<file path="config.mk">
export PLATFORM = sky130hd
export DESIGN_NAME = axis_move_ctrl_flat
export DESIGN_NICKNAME = d
export VERILOG_FILES = /design/src/rtl/axis_move_if.sv /design/src/rtl/axis_move_ctrl.sv /design/src/flat_wrapper.sv
export SDC_FILE = /design/constraint.sdc
export NUM_CORES = 1
export LEC_CHECK = 0
export BUFFER_PORTS_ARGS = -buffer_cell sky130_fd_sc_hd__buf_4
export CAP_MARGIN = 20
export CORE_MARGIN = 2
export CORE_UTILIZATION = 45
export CTS_CLUSTER_DIAMETER = 80
export DETAILED_ROUTE_END_ITERATION = 8
export GPL_TIMING_DRIVEN = 0
export PLACE_DENSITY = 0.7
export REMOVE_ABC_BUFFERS = 1
export SETUP_SLACK_MARGIN = 0.15
export SYNTH_ARGS = -nofsm -noshare
export SYNTH_HDL_FRONTEND = slang
export SYNTH_SLANG_ARGS = --single-unit
</file>
<file path="constraint.sdc">
create_clock -name clk -period 7.4 [get_ports clk]
set_clock_uncertainty 0.15 [all_clocks]
set_input_delay 1.48 -clock clk [delete_from_list [all_inputs] [get_ports clk]]
set_output_delay 1.48 -clock clk [all_outputs]
set_load 0.05 [all_outputs]
</file>
<file path="src/rtl/axis_move_if.sv">
// Command handshake bundle between a move requester and axis_move_ctrl.
interface axis_move_if #(
  parameter int STEP_W = 12
);
  logic              cmd_valid;
  logic              cmd_ready;
  logic              cmd_dir;
  logic [STEP_W-1:0] cmd_steps;

  modport master (output cmd_valid, output cmd_dir, output cmd_steps, input cmd_ready);
  modport slave  (input cmd_valid, input cmd_dir, input cmd_steps, output cmd_ready);
endinterface

</file>
<file path="src/rtl/axis_move_ctrl.sv">
// Single-axis move controller: accepts a move command, hands it to the forward or
// backward stepping unit, counts coil changes and tracks absolute position.
module axis_move_ctrl #(
  parameter int         STEP_W     = 12,
  parameter logic [3:0] HOME_STATE = 4'b1100
) (
  input  logic              clk,
  input  logic              rst,
  axis_move_if.slave        cmd,
  input  logic              abort,
  input  logic              lim_fwd,
  input  logic              lim_bwd,
  output logic              fwd_go,
  output logic              bwd_go,
  output logic [STEP_W-1:0] steps_out,
  output logic [3:0]        old_state,
  output logic              fwd_boundary,
  output logic              bwd_boundary,
  input  logic [3:0]        fwd_state,
  input  logic [3:0]        bwd_state,
  input  logic              fwd_done,
  input  logic              bwd_done,
  output logic [3:0]        coil,
  output logic [STEP_W-1:0] position,
  output logic              move_done,
  output logic              hit_limit
);

  typedef enum logic [1:0] {IDLE, SETUP, RUN, RELEASE} state_e;

  state_e            state_q, state_d;
  logic              dir_q, dir_d;
  logic [STEP_W-1:0] steps_q, steps_d;
  logic [STEP_W-1:0] step_cnt_q, step_cnt_d;
  logic [3:0]        copy_q, copy_d;
  logic [3:0]        old_q, old_d;
  logic [STEP_W-1:0] pos_q, pos_d;
  logic              fwd_go_q, fwd_go_d;
  logic              bwd_go_q, bwd_go_d;
  logic              move_done_q, move_done_d;
  logic              hit_q, hit_d;
  logic              lim_exit_q, lim_exit_d;

  logic [3:0]        act_state;
  logic              act_done;
  logic              act_lim;
  logic              cmd_lim;
  logic              run_exit;

  function automatic logic [STEP_W-1:0] sat_add(input logic [STEP_W-1:0] a,
                                                input logic [STEP_W-1:0] b);
    logic [STEP_W:0] s;
    s = {1'b0, a} + {1'b0, b};
    return s[STEP_W] ? {STEP_W{1'b1}} : s[STEP_W-1:0];
  endfunction

  function automatic logic [STEP_W-1:0] sat_sub(input logic [STEP_W-1:0] a,
                                                input logic [STEP_W-1:0] b);
    return (b > a) ? {STEP_W{1'b0}} : (a - b);
  endfunction

  assign act_state = dir_q ? bwd_state : fwd_state;
  assign act_done  = dir_q ? bwd_done  : fwd_done;
  assign act_lim   = dir_q ? lim_bwd   : lim_fwd;
  assign cmd_lim   = cmd.cmd_dir ? lim_bwd : lim_fwd;
  assign run_exit  = act_done | act_lim | abort;

  always_comb begin
    state_d     = state_q;
    dir_d       = dir_q;
    steps_d     = steps_q;
    step_cnt_d  = step_cnt_q;
    copy_d      = old_q;
    old_d       = old_q;
    pos_d       = pos_q;
    fwd_go_d    = 1'b0;
    bwd_go_d    = 1'b0;
    move_done_d = 1'b0;
    hit_d       = hit_q;
    lim_exit_d  = lim_exit_q;
    case (state_q)
      IDLE: begin
        if (cmd.cmd_valid) begin
          dir_d      = cmd.cmd_dir;
          steps_d    = cmd.cmd_steps;
          hit_d      = 1'b0;
          step_cnt_d = '0;
          if (cmd.cmd_steps == '0) begin
            move_done_d = 1'b1;
          end else if (cmd_lim) begin
            hit_d       = 1'b1;
            move_done_d = 1'b1;
          end else begin
            state_d = SETUP;
          end
        end
      end
      SETUP: begin
        state_d = RUN;
      end
      RUN: begin
        copy_d = act_state;
        if (act_state != copy_q) begin
          step_cnt_d = step_cnt_q + 1'b1;
        end
        if (run_exit) begin
          // Capture the final pattern at the exit edge so coil does not glitch back
          // to the previous start pattern during RELEASE.
          state_d     = RELEASE;
          old_d       = act_state;
          move_done_d = 1'b1;
          lim_exit_d  = act_lim;
        end else begin
          fwd_go_d = ~dir_q;
          bwd_go_d = dir_q;
        end
      end
      RELEASE: begin
        pos_d   = dir_q ? sat_sub(pos_q, step_cnt_q) : sat_add(pos_q, step_cnt_q);
        hit_d   = hit_q | lim_exit_q;
        state_d = IDLE;
      end
      default: state_d = IDLE;
    endcase
  end

  // Register stage: FSM state, registered outputs and move bookkeeping
  always_ff @(posedge clk) begin
    copy_q <= copy_d;
    if (rst) begin
      state_q     <= IDLE;
      dir_q       <= 1'b0;
      steps_q     <= '0;
      step_cnt_q  <= '0;
      old_q       <= HOME_STATE;
      pos_q       <= '0;
      fwd_go_q    <= 1'b0;
      bwd_go_q    <= 1'b0;
      move_done_q <= 1'b0;
      hit_q       <= 1'b0;
      lim_exit_q  <= 1'b0;
    end else begin
      state_q     <= state_d;
      dir_q       <= dir_d;
      steps_q     <= steps_d;
      step_cnt_q  <= step_cnt_d;
      old_q       <= old_d;
      pos_q       <= pos_d;
      fwd_go_q    <= fwd_go_d;
      bwd_go_q    <= bwd_go_d;
      move_done_q <= move_done_d;
      hit_q       <= hit_d;
      lim_exit_q  <= lim_exit_d;
    end
  end

  assign cmd.cmd_ready = (state_q == IDLE) && !rst;
  assign coil          = rst ? HOME_STATE : ((state_q == RUN) ? act_state : old_q);
  assign fwd_boundary  = lim_fwd;
  assign bwd_boundary  = lim_bwd;
  assign fwd_go        = fwd_go_q;
  assign bwd_go        = bwd_go_q;
  assign steps_out     = steps_q;
  assign old_state     = old_q;
  assign position      = pos_q;
  assign move_done     = move_done_q;
  assign hit_limit     = hit_q;

endmodule

</file>
<file path="src/flat_wrapper.sv">
// flat-port wrapper written by rule: the top's interface ports become plain ports
module axis_move_ctrl_flat 
#(
  parameter int         STEP_W     = 12,
  parameter logic [3:0] HOME_STATE = 4'b1100
)
  (clk, rst, abort, lim_fwd, lim_bwd, fwd_go, bwd_go, steps_out, old_state, fwd_boundary, bwd_boundary, fwd_state, bwd_state, fwd_done, bwd_done, coil, position, move_done, hit_limit, cmd_cmd_valid, cmd_cmd_dir, cmd_cmd_steps, cmd_cmd_ready);
  axis_move_if #(.STEP_W(STEP_W)) cmd_i ();
  input  logic clk;
  input  logic rst;
  input  logic abort;
  input  logic lim_fwd;
  input  logic lim_bwd;
  output logic fwd_go;
  output logic bwd_go;
  output logic [STEP_W-1:0] steps_out;
  output logic [3:0] old_state;
  output logic fwd_boundary;
  output logic bwd_boundary;
  input  logic [3:0] fwd_state;
  input  logic [3:0] bwd_state;
  input  logic fwd_done;
  input  logic bwd_done;
  output logic [3:0] coil;
  output logic [STEP_W-1:0] position;
  output logic move_done;
  output logic hit_limit;
  input wire logic [$bits(cmd_i.cmd_valid)-1:0] cmd_cmd_valid;
  input wire logic [$bits(cmd_i.cmd_dir)-1:0] cmd_cmd_dir;
  input wire logic [$bits(cmd_i.cmd_steps)-1:0] cmd_cmd_steps;
  output wire logic [$bits(cmd_i.cmd_ready)-1:0] cmd_cmd_ready;
  assign cmd_i.cmd_valid = cmd_cmd_valid;
  assign cmd_i.cmd_dir = cmd_cmd_dir;
  assign cmd_i.cmd_steps = cmd_cmd_steps;
  assign cmd_cmd_ready = cmd_i.cmd_ready;
  axis_move_ctrl #(.STEP_W(STEP_W), .HOME_STATE(HOME_STATE)) u_core (.clk(clk), .rst(rst), .cmd(cmd_i), .abort(abort), .lim_fwd(lim_fwd), .lim_bwd(lim_bwd), .fwd_go(fwd_go), .bwd_go(bwd_go), .steps_out(steps_out), .old_state(old_state), .fwd_boundary(fwd_boundary), .bwd_boundary(bwd_boundary), .fwd_state(fwd_state), .bwd_state(bwd_state), .fwd_done(fwd_done), .bwd_done(bwd_done), .coil(coil), .position(position), .move_done(move_done), .hit_limit(hit_limit));
endmodule
</file>
==> flow_metrics.env, run 1 <==
export IMPL_cp_start_kind="input pin"
export IMPL_ant_nets=0
export IMPL_critPathSlowestCell="or2_2"
export IMPL_grt_usage=0.199
export IMPL_reg2regPathDepth=9
export IMPL_vias=3213
export IMPL_avgRoutedWirePerCell_um=14.2
export IMPL_p_per_area_nw_per_um2=285
export IMPL_min_path_type="reg2reg"
export IMPL_timing_rr_end="u_core.position[9]"
export IMPL_p_leak_nw=1.69
export IMPL_critPathMaxStageDelay_ps=300
export IMPL_ctsHoldBuffers=0
export IMPL_synth_seq_cells=52
export IMPL_synth_edf_count=0
export IMPL_finalHoldViolCount=0
export IMPL_postCtsSetupRepairBufs=0
export IMPL_cp_max_fo=3
export IMPL_drtIter0Drc=77
export IMPL_fin_hold_ws_ps=312
export IMPL_ios=68
export IMPL_fill_cells=762
export IMPL_design_area_um2=4130
export IMPL_initial_core_util=0.461
export IMPL_place_congestion=0.930
export IMPL_cts_buffer_depth=2
export IMPL_grt_pass1_vias=3090
export IMPL_ir_drop_mv=0.172
export IMPL_drt_first_pass_iters=4
export IMPL_multi_input_area_um2=2230
export IMPL_synthesis_area_um2=3540
export IMPL_syn_inst=445
export IMPL_drive_gt1_frac=0.185
export IMPL_timing_fmax_mhz=244
export IMPL_synthTopCellsByCount="nor2_1 (55), dfxtp_1 (52), a21oi_1 (46)"
export IMPL_cp_startpoint="bwd_state[3]"
export IMPL_cts_made_buffers=5
export IMPL_placed_area_um2=4010
export IMPL_synth_avg_cell_area_um2=7.96
export IMPL_cp_data_required_time_ps=5770
export IMPL_yosys_warnings=0
export IMPL_cts_sinks=52
export IMPL_ys_flop_type="dfxtp_1"
export IMPL_die_y_um=92.7
export IMPL_die_area_um2=8600
export IMPL_setup_viol=0
export IMPL_grt_pass1_wl_mm=14.1
export IMPL_dp_hpwl_mm=6.18
export IMPL_antenna_found_initial=0
export IMPL_yosys_area_top_type_share=0.294
export IMPL_core_area_um2=7690
export IMPL_status="completed"
export IMPL_drv_slew=0
export IMPL_end_kind="output pin"
export IMPL_via_per_inst=5.41
export IMPL_cts_root_buffer="clkbuf_8"
export IMPL_synth_seq_area_share=0.294
export IMPL_synth_top_area_cell="dfxtp_1"
export IMPL_wirelength_mm=8.44
export IMPL_clk_pin_slew_ps=100
export IMPL_cp_endpoint="coil[3]"
export IMPL_n_antenna_cell=0
export IMPL_rows=32
export IMPL_min_period_ps=4110
export IMPL_rsz0062_at_grt="false"
export IMPL_r2r_slack_ps=4270
export IMPL_relSlewSlack=0.489
export IMPL_yosysUniqueCellTypes=57
export IMPL_cts_tree="yes"
export IMPL_htreeDepth=2
export IMPL_nNetsFinal=550
export IMPL_async_reset_ff_frac=0
export IMPL_yosysMostFrequentCell="nor2_1"
export IMPL_area_growth_pct=16.6
export IMPL_clkLatencyLatePin_ps=310
export IMPL_arrival_ps=2480
export IMPL_drc=0
export IMPL_die_w_um=92.7
export IMPL_timing_setup_tns_ps=0
export IMPL_grt_max_degree=43
export IMPL_path_common_cell="buf_4"
export IMPL_cts_resized=0
export IMPL_grt_overflow_total=0
export IMPL_portBuffers=67
export IMPL_cp_cell_sequence="buf_4 > mux2i_1 > a21oi_1 > or2_2 > buf_4"
export IMPL_worstMarginPinSlew_ps=767
export IMPL_regArea_um2=1040
export IMPL_path_class="in2out"
export IMPL_fin_crit_sh=0.555
export IMPL_yosys_top_cells_area="dfxtp_1 (29%), ha_1 (9.9%), a21oi_1 (6.5%)"
export IMPL_r2r_start="u_core.step_cnt_q[0]"
export IMPL_cap_violations=0
[area by class of cell]
cell class / count / area share
multi-input combinational: 335 / 0.541
sequential: 52 / 0.252
timing repair buffer: 68 / 0.128
tap: 102 / 0.0309
inverter: 29 / 0.0263
clock buffer: 6 / 0.0176
clock inverter: 2 / 0.00424
[layout by cell type, fill, tap and decap left out, types with 7 or more instances in the layout]
cell,n
buf_4,67
nor2_1,55
dfxtp_1,52
a21oi_1,46
nand2_1,41
inv_1,29
ha_1,28
xnor2_1,22
nor3_1,12
nor2b_1,11
xor2_1,9
a211oi_1,9
mux2i_1,7
nor4_1,7
[state kept, by name (all words and copies together), names as in the netlist, 2 cells and up]
signal and cells:
u_core.copy_q 4, u_core.state_q 2, u_core.steps_out 12, u_core.step_cnt_q 12, u_core.old_state 4, u_core.position 12
[logic make-up (layout without fill, tap and decap cells)]
family	count (synthesis)	in the layout	synth area share
XOR/XNOR	31	31	0.0766
AO/OA/AOI/OAI	110	110	0.208
AND/OR/NAND/NOR	156	156	0.213
buffers and inverters	58	105	0.0759
adder cells (fa/ha/maj)	30	30	0.110
multiplexers	8	8	0.0230
flip-flops	52	52	0.294
[layer usage]
metal / wire (µm) / GRT usage / share of wire / vias to the layer above
met4: 129 / 0.0650 / 0.015 / 0
met5: 0 / 0 / 0 / -
met1: 3780 / 0.246 / 0.45 / 1497
li1: - / - / - / 1618
met3: 444 / 0.0391 / 0.053 / 11
met2: 4080 / 0.348 / 0.48 / 87
[stage by stage]
step	power, W	setup WS (ps)	std cells	util
2_1_floorplan	0.000840	3280	416	-
3_3_place_gp	0.000992	3300	585	0.522
3_5_place_dp	0.00100	3290	585	0.522
4_1_cts	0.00118	3290	593	0.534
5_1_grt	0.00126	3220	594	0.537
6_report	0.00118	3290	594	0.537
[power breakdown]
part,internal [W],switching (W)
Combinational,0.000236,0.000403
Clock,0.0000696,0.000105
Sequential,0.000327,0.0000383
[worst min path at each step]
stage	cells after the start	to	from
finish	2	u_core.steps_out[3]	u_core.steps_out[3]
global route	2	u_core.steps_out[2]	u_core.steps_out[2]
CTS	2	u_core.steps_out[3]	u_core.steps_out[3]
detailed placement	2	u_core.steps_out[3]	u_core.steps_out[3]
global placement	2	u_core.steps_out[2]	u_core.steps_out[2]
floorplan	2	u_core.lim_exit_q	u_core.lim_exit_q
[critical path, delay by kind of cell]
family | cells | cell delay [ps]
compound gates | 1 | 130
buf+inv | 2 | 300
mux | 1 | 270
simple gates | 1 | 300
Note: power is estimated with default switching activity, not from simulation.
==> run 2, diff against run 1 <==
ABC_AREA = 1   (was unset)
PLACE_DENSITY = 0.69   (was 0.7)
clock period = 4.2 ns   (was 7.4 ns; I/O delays follow)
==> flow_metrics.env, run 2 <==
export IMPL_status="completed"
export IMPL_syn_inst=632
export IMPL_vias=4148
export IMPL_cts_root_buffer="clkbuf_8"
export IMPL_cp_data_required_time_ps=3210
export IMPL_holdPathStages=2
export IMPL_rows=33
export IMPL_path_buf_inv=2
export IMPL_async_reset_ff_frac=0
export IMPL_min_period_ps=3380
export IMPL_yosys_area_top_type_share=0.268
export IMPL_drtIter0Drc=253
export IMPL_cp_max_fo=18
export IMPL_clk_pin_slew_ps=110
export IMPL_cp_cell_sequence="inv_2 > nand2_1 > nand2_1 > nand2_1 > o21ai_0 > or2_2 > buf_4"
export IMPL_setup_viol=0
export IMPL_ctsHoldBuffers=0
export IMPL_design_area_um2=4490
export IMPL_busiest_layer="met2"
export IMPL_synth_avg_cell_area_um2=6.16
export IMPL_grt_pass1_vias=3802
export IMPL_portBuffers=67
export IMPL_timing_rr_end="u_core.position[8]"
export IMPL_critPathMaxStageDelay_ps=780
export IMPL_swShare=0.529
export IMPL_ir_drop_mv=0.305
export IMPL_antenna_found_initial=0
export IMPL_p_per_area_nw_per_um2=571
export IMPL_drt_first_pass_iters=5
export IMPL_htreeDepth=2
export IMPL_use_met1=0.301
export IMPL_core_area_um2=8300
export IMPL_grt_pass1_wl_mm=17.7
export IMPL_worstHoldEndpoint="u_core.lim_exit_q"
export IMPL_cts_made_buffers=5
export IMPL_cts_sinks=52
export IMPL_synthTopCellsByCount="nand2_1 (155), nor2_1 (106), inv_1 (75)"
export IMPL_cap_violations=0
export IMPL_clkLatencyLatePin_ps=330
export IMPL_timing_setup_tns_ps=0
export IMPL_arrival_ps=2390
export IMPL_min_path_type="reg2reg"
export IMPL_p_leak_nw=2.25
export IMPL_timing_fmax_mhz=296
export IMPL_r2r_slack_ps=1270
export IMPL_ios=68
export IMPL_area_growth_pct=15.5
export IMPL_netSwitchingPower_w=0.00136
export IMPL_via_per_inst=5.28
export IMPL_initial_core_util=0.469
export IMPL_reg2regPathDepth=11
export IMPL_worstMarginPinSlew_ps=746
export IMPL_synth_edf_count=0
export IMPL_die_w_um=97.0
export IMPL_grt_met2_usage=0.374
export IMPL_die_y_um=97.0
export IMPL_path_class="reg2out"
export IMPL_pwr_share_seq=0.274
export IMPL_wirelength_mm=10.6
export IMPL_n_antenna_cell=0
export IMPL_synthesis_area_um2=3890
export IMPL_cts_tree="yes"
export IMPL_fin_crit_sh=0.805
export IMPL_postCtsSetupRepairBufs=0
export IMPL_grt_use_met3=0.0506
export IMPL_final_cell_mix="nand2_1 (155), nor2_1 (106), inv_1 (75), buf_4 (68), nand3_1 (53)"
export IMPL_avgRoutedWirePerCell_um=13.5
export IMPL_synth_seq_area_share=0.268
export IMPL_rsz0062_at_grt="false"
export IMPL_critPathSlowestCell="dfxtp_1"
export IMPL_power_internal_w=0.00121
export IMPL_synth_seq_cells=52
export IMPL_final_util=0.541
export IMPL_grt_usage=0.225
export IMPL_min_delay_start="u_core.lim_exit_q"
export IMPL_drive_gt1_frac=0.129
export IMPL_p_comb_frac=0.600
export IMPL_yosys_warnings=0
export IMPL_yosysMostFrequentCell="nand2_1"
export IMPL_path_common_cell="nand2_1"
export IMPL_drc=0
export IMPL_relSlewSlack=0.502
export IMPL_dp_hpwl_mm=7.97
export IMPL_ant_nets=0
export IMPL_cts_resized=0
export IMPL_yosys_top_cells_area="dfxtp_1 (27%), nand2_1 (15%), nor2_1 (10%)"
export IMPL_fill_cells=869
export IMPL_clockPowerShare=0.125
export IMPL_finalHoldViolCount=0
export IMPL_grt_overflow_total=0
export IMPL_nNetsFinal=739
export IMPL_ys_flop_type="dfxtp_1"
export IMPL_drv_slew=0
export IMPL_yosysUniqueCellTypes=36
export IMPL_r2r_start="u_core.step_cnt_q[7]"
export IMPL_die_area_um2=9410
export IMPL_placed_area_um2=4390
export IMPL_grt_max_degree=28
export IMPL_end_kind="output pin"
export IMPL_final_common_cell="nand2_1"
export IMPL_synth_top_area_cell="dfxtp_1"
export IMPL_fin_hold_ws_ps=328
export IMPL_place_congestion=0.911
export IMPL_cp_start_kind="flip-flop"
export IMPL_path_delay_family="flip-flops"
export IMPL_cts_buffer_depth=2
## run 2: changes by cell type after synthesis, sizes merged, moves of 21 or more
| cell | previous run | this run |
|---|---|---|
| o21ai | 10 | 43 |
| xnor2 | 22 | 1 |
| nand2 | 41 | 157 |
| nor2 | 55 | 107 |
| nand3 | 5 | 54 |
| inv | 29 | 76 |
## run 2: layout make-up
cell class / instances / area, µm² / share of cell area
Clock buffer: 5 / 68.8 / 0.0153
Clock inverter: 3 / 27.5 / 0.00613
Inverter: 76 / 285 / 0.0635
Sequential cell: 52 / 1040 / 0.232
Multi-Input combinational cell: 477 / 2430 / 0.541
Tap cell: 105 / 131 / 0.0292
Timing Repair Buffer: 68 / 510 / 0.114
## run 2: per-stage QoR
| step | instances | power [W] | setup slack [ps] |
|---|---|---|---|
| 2_1_floorplan | 605 | 0.00181 | 1390 |
| 3_3_place_gp | 777 | 0.00221 | 1220 |
| 3_5_place_dp | 777 | 0.00223 | 1190 |
| 4_1_cts | 785 | 0.00255 | 827 |
| 5_1_grt | 786 | 0.00277 | 654 |
| 6_report | 786 | 0.00257 | 818 |
## run 2: worst reg2reg max path: stages, from the launching register on
cell	delay (ps)
dfxtp_1	530
inv_1	90
ha_1	470
inv_1	130
a21oi_1	280
nand2_1	100
nand2_1	80
nand3_1	200
a21oi_2	530
nand2_1	130
nor2_1	120
nor2_1	40
## run 2: logic make-up after synthesis
kind of cell	after synthesis	synth area share
AO/OA/AOI/OAI	89	0.123
XOR/XNOR	14	0.0315
adder cells (fa/ha/maj)	30	0.100
buffers and inverters	103	0.108
flip-flops	52	0.268
AND/OR/NAND/NOR	344	0.369
## run 2: worst max-delay path by stage
stage	end	cells past startpoint	startpoint	slack, ps
3_5_place_dp	coil[2]	7	u_core.dir_q	1190
2_1_floorplan	coil[0]	5	fwd_state[0]	1390
4_1_cts	coil[2]	7	u_core.dir_q	830
6_report	coil[2]	7	u_core.dir_q	820
3_3_place_gp	coil[2]	7	u_core.dir_q	1220
5_1_grt	coil[2]	7	u_core.dir_q	650
## run 2: per-layer routing
layer / part of all wire / vias up
li1: - / 2100
met1: 0.46 / 1910
met2: 0.45 / 129
met3: 0.079 / 9
met4: 0.0072 / 0
met5: 0 / -
## run 2: power groups by stage
stage | clock network, W | registers [W] | logic (W)
floorplan | 0 | 0.000957 | 0.000858
global placement | 0 | 0.000710 | 0.00150
detailed placement | 0 | 0.000714 | 0.00152
CTS | 0.000327 | 0.000704 | 0.00152
global route | 0.000344 | 0.000722 | 0.00170
finish | 0.000322 | 0.000704 | 0.00154
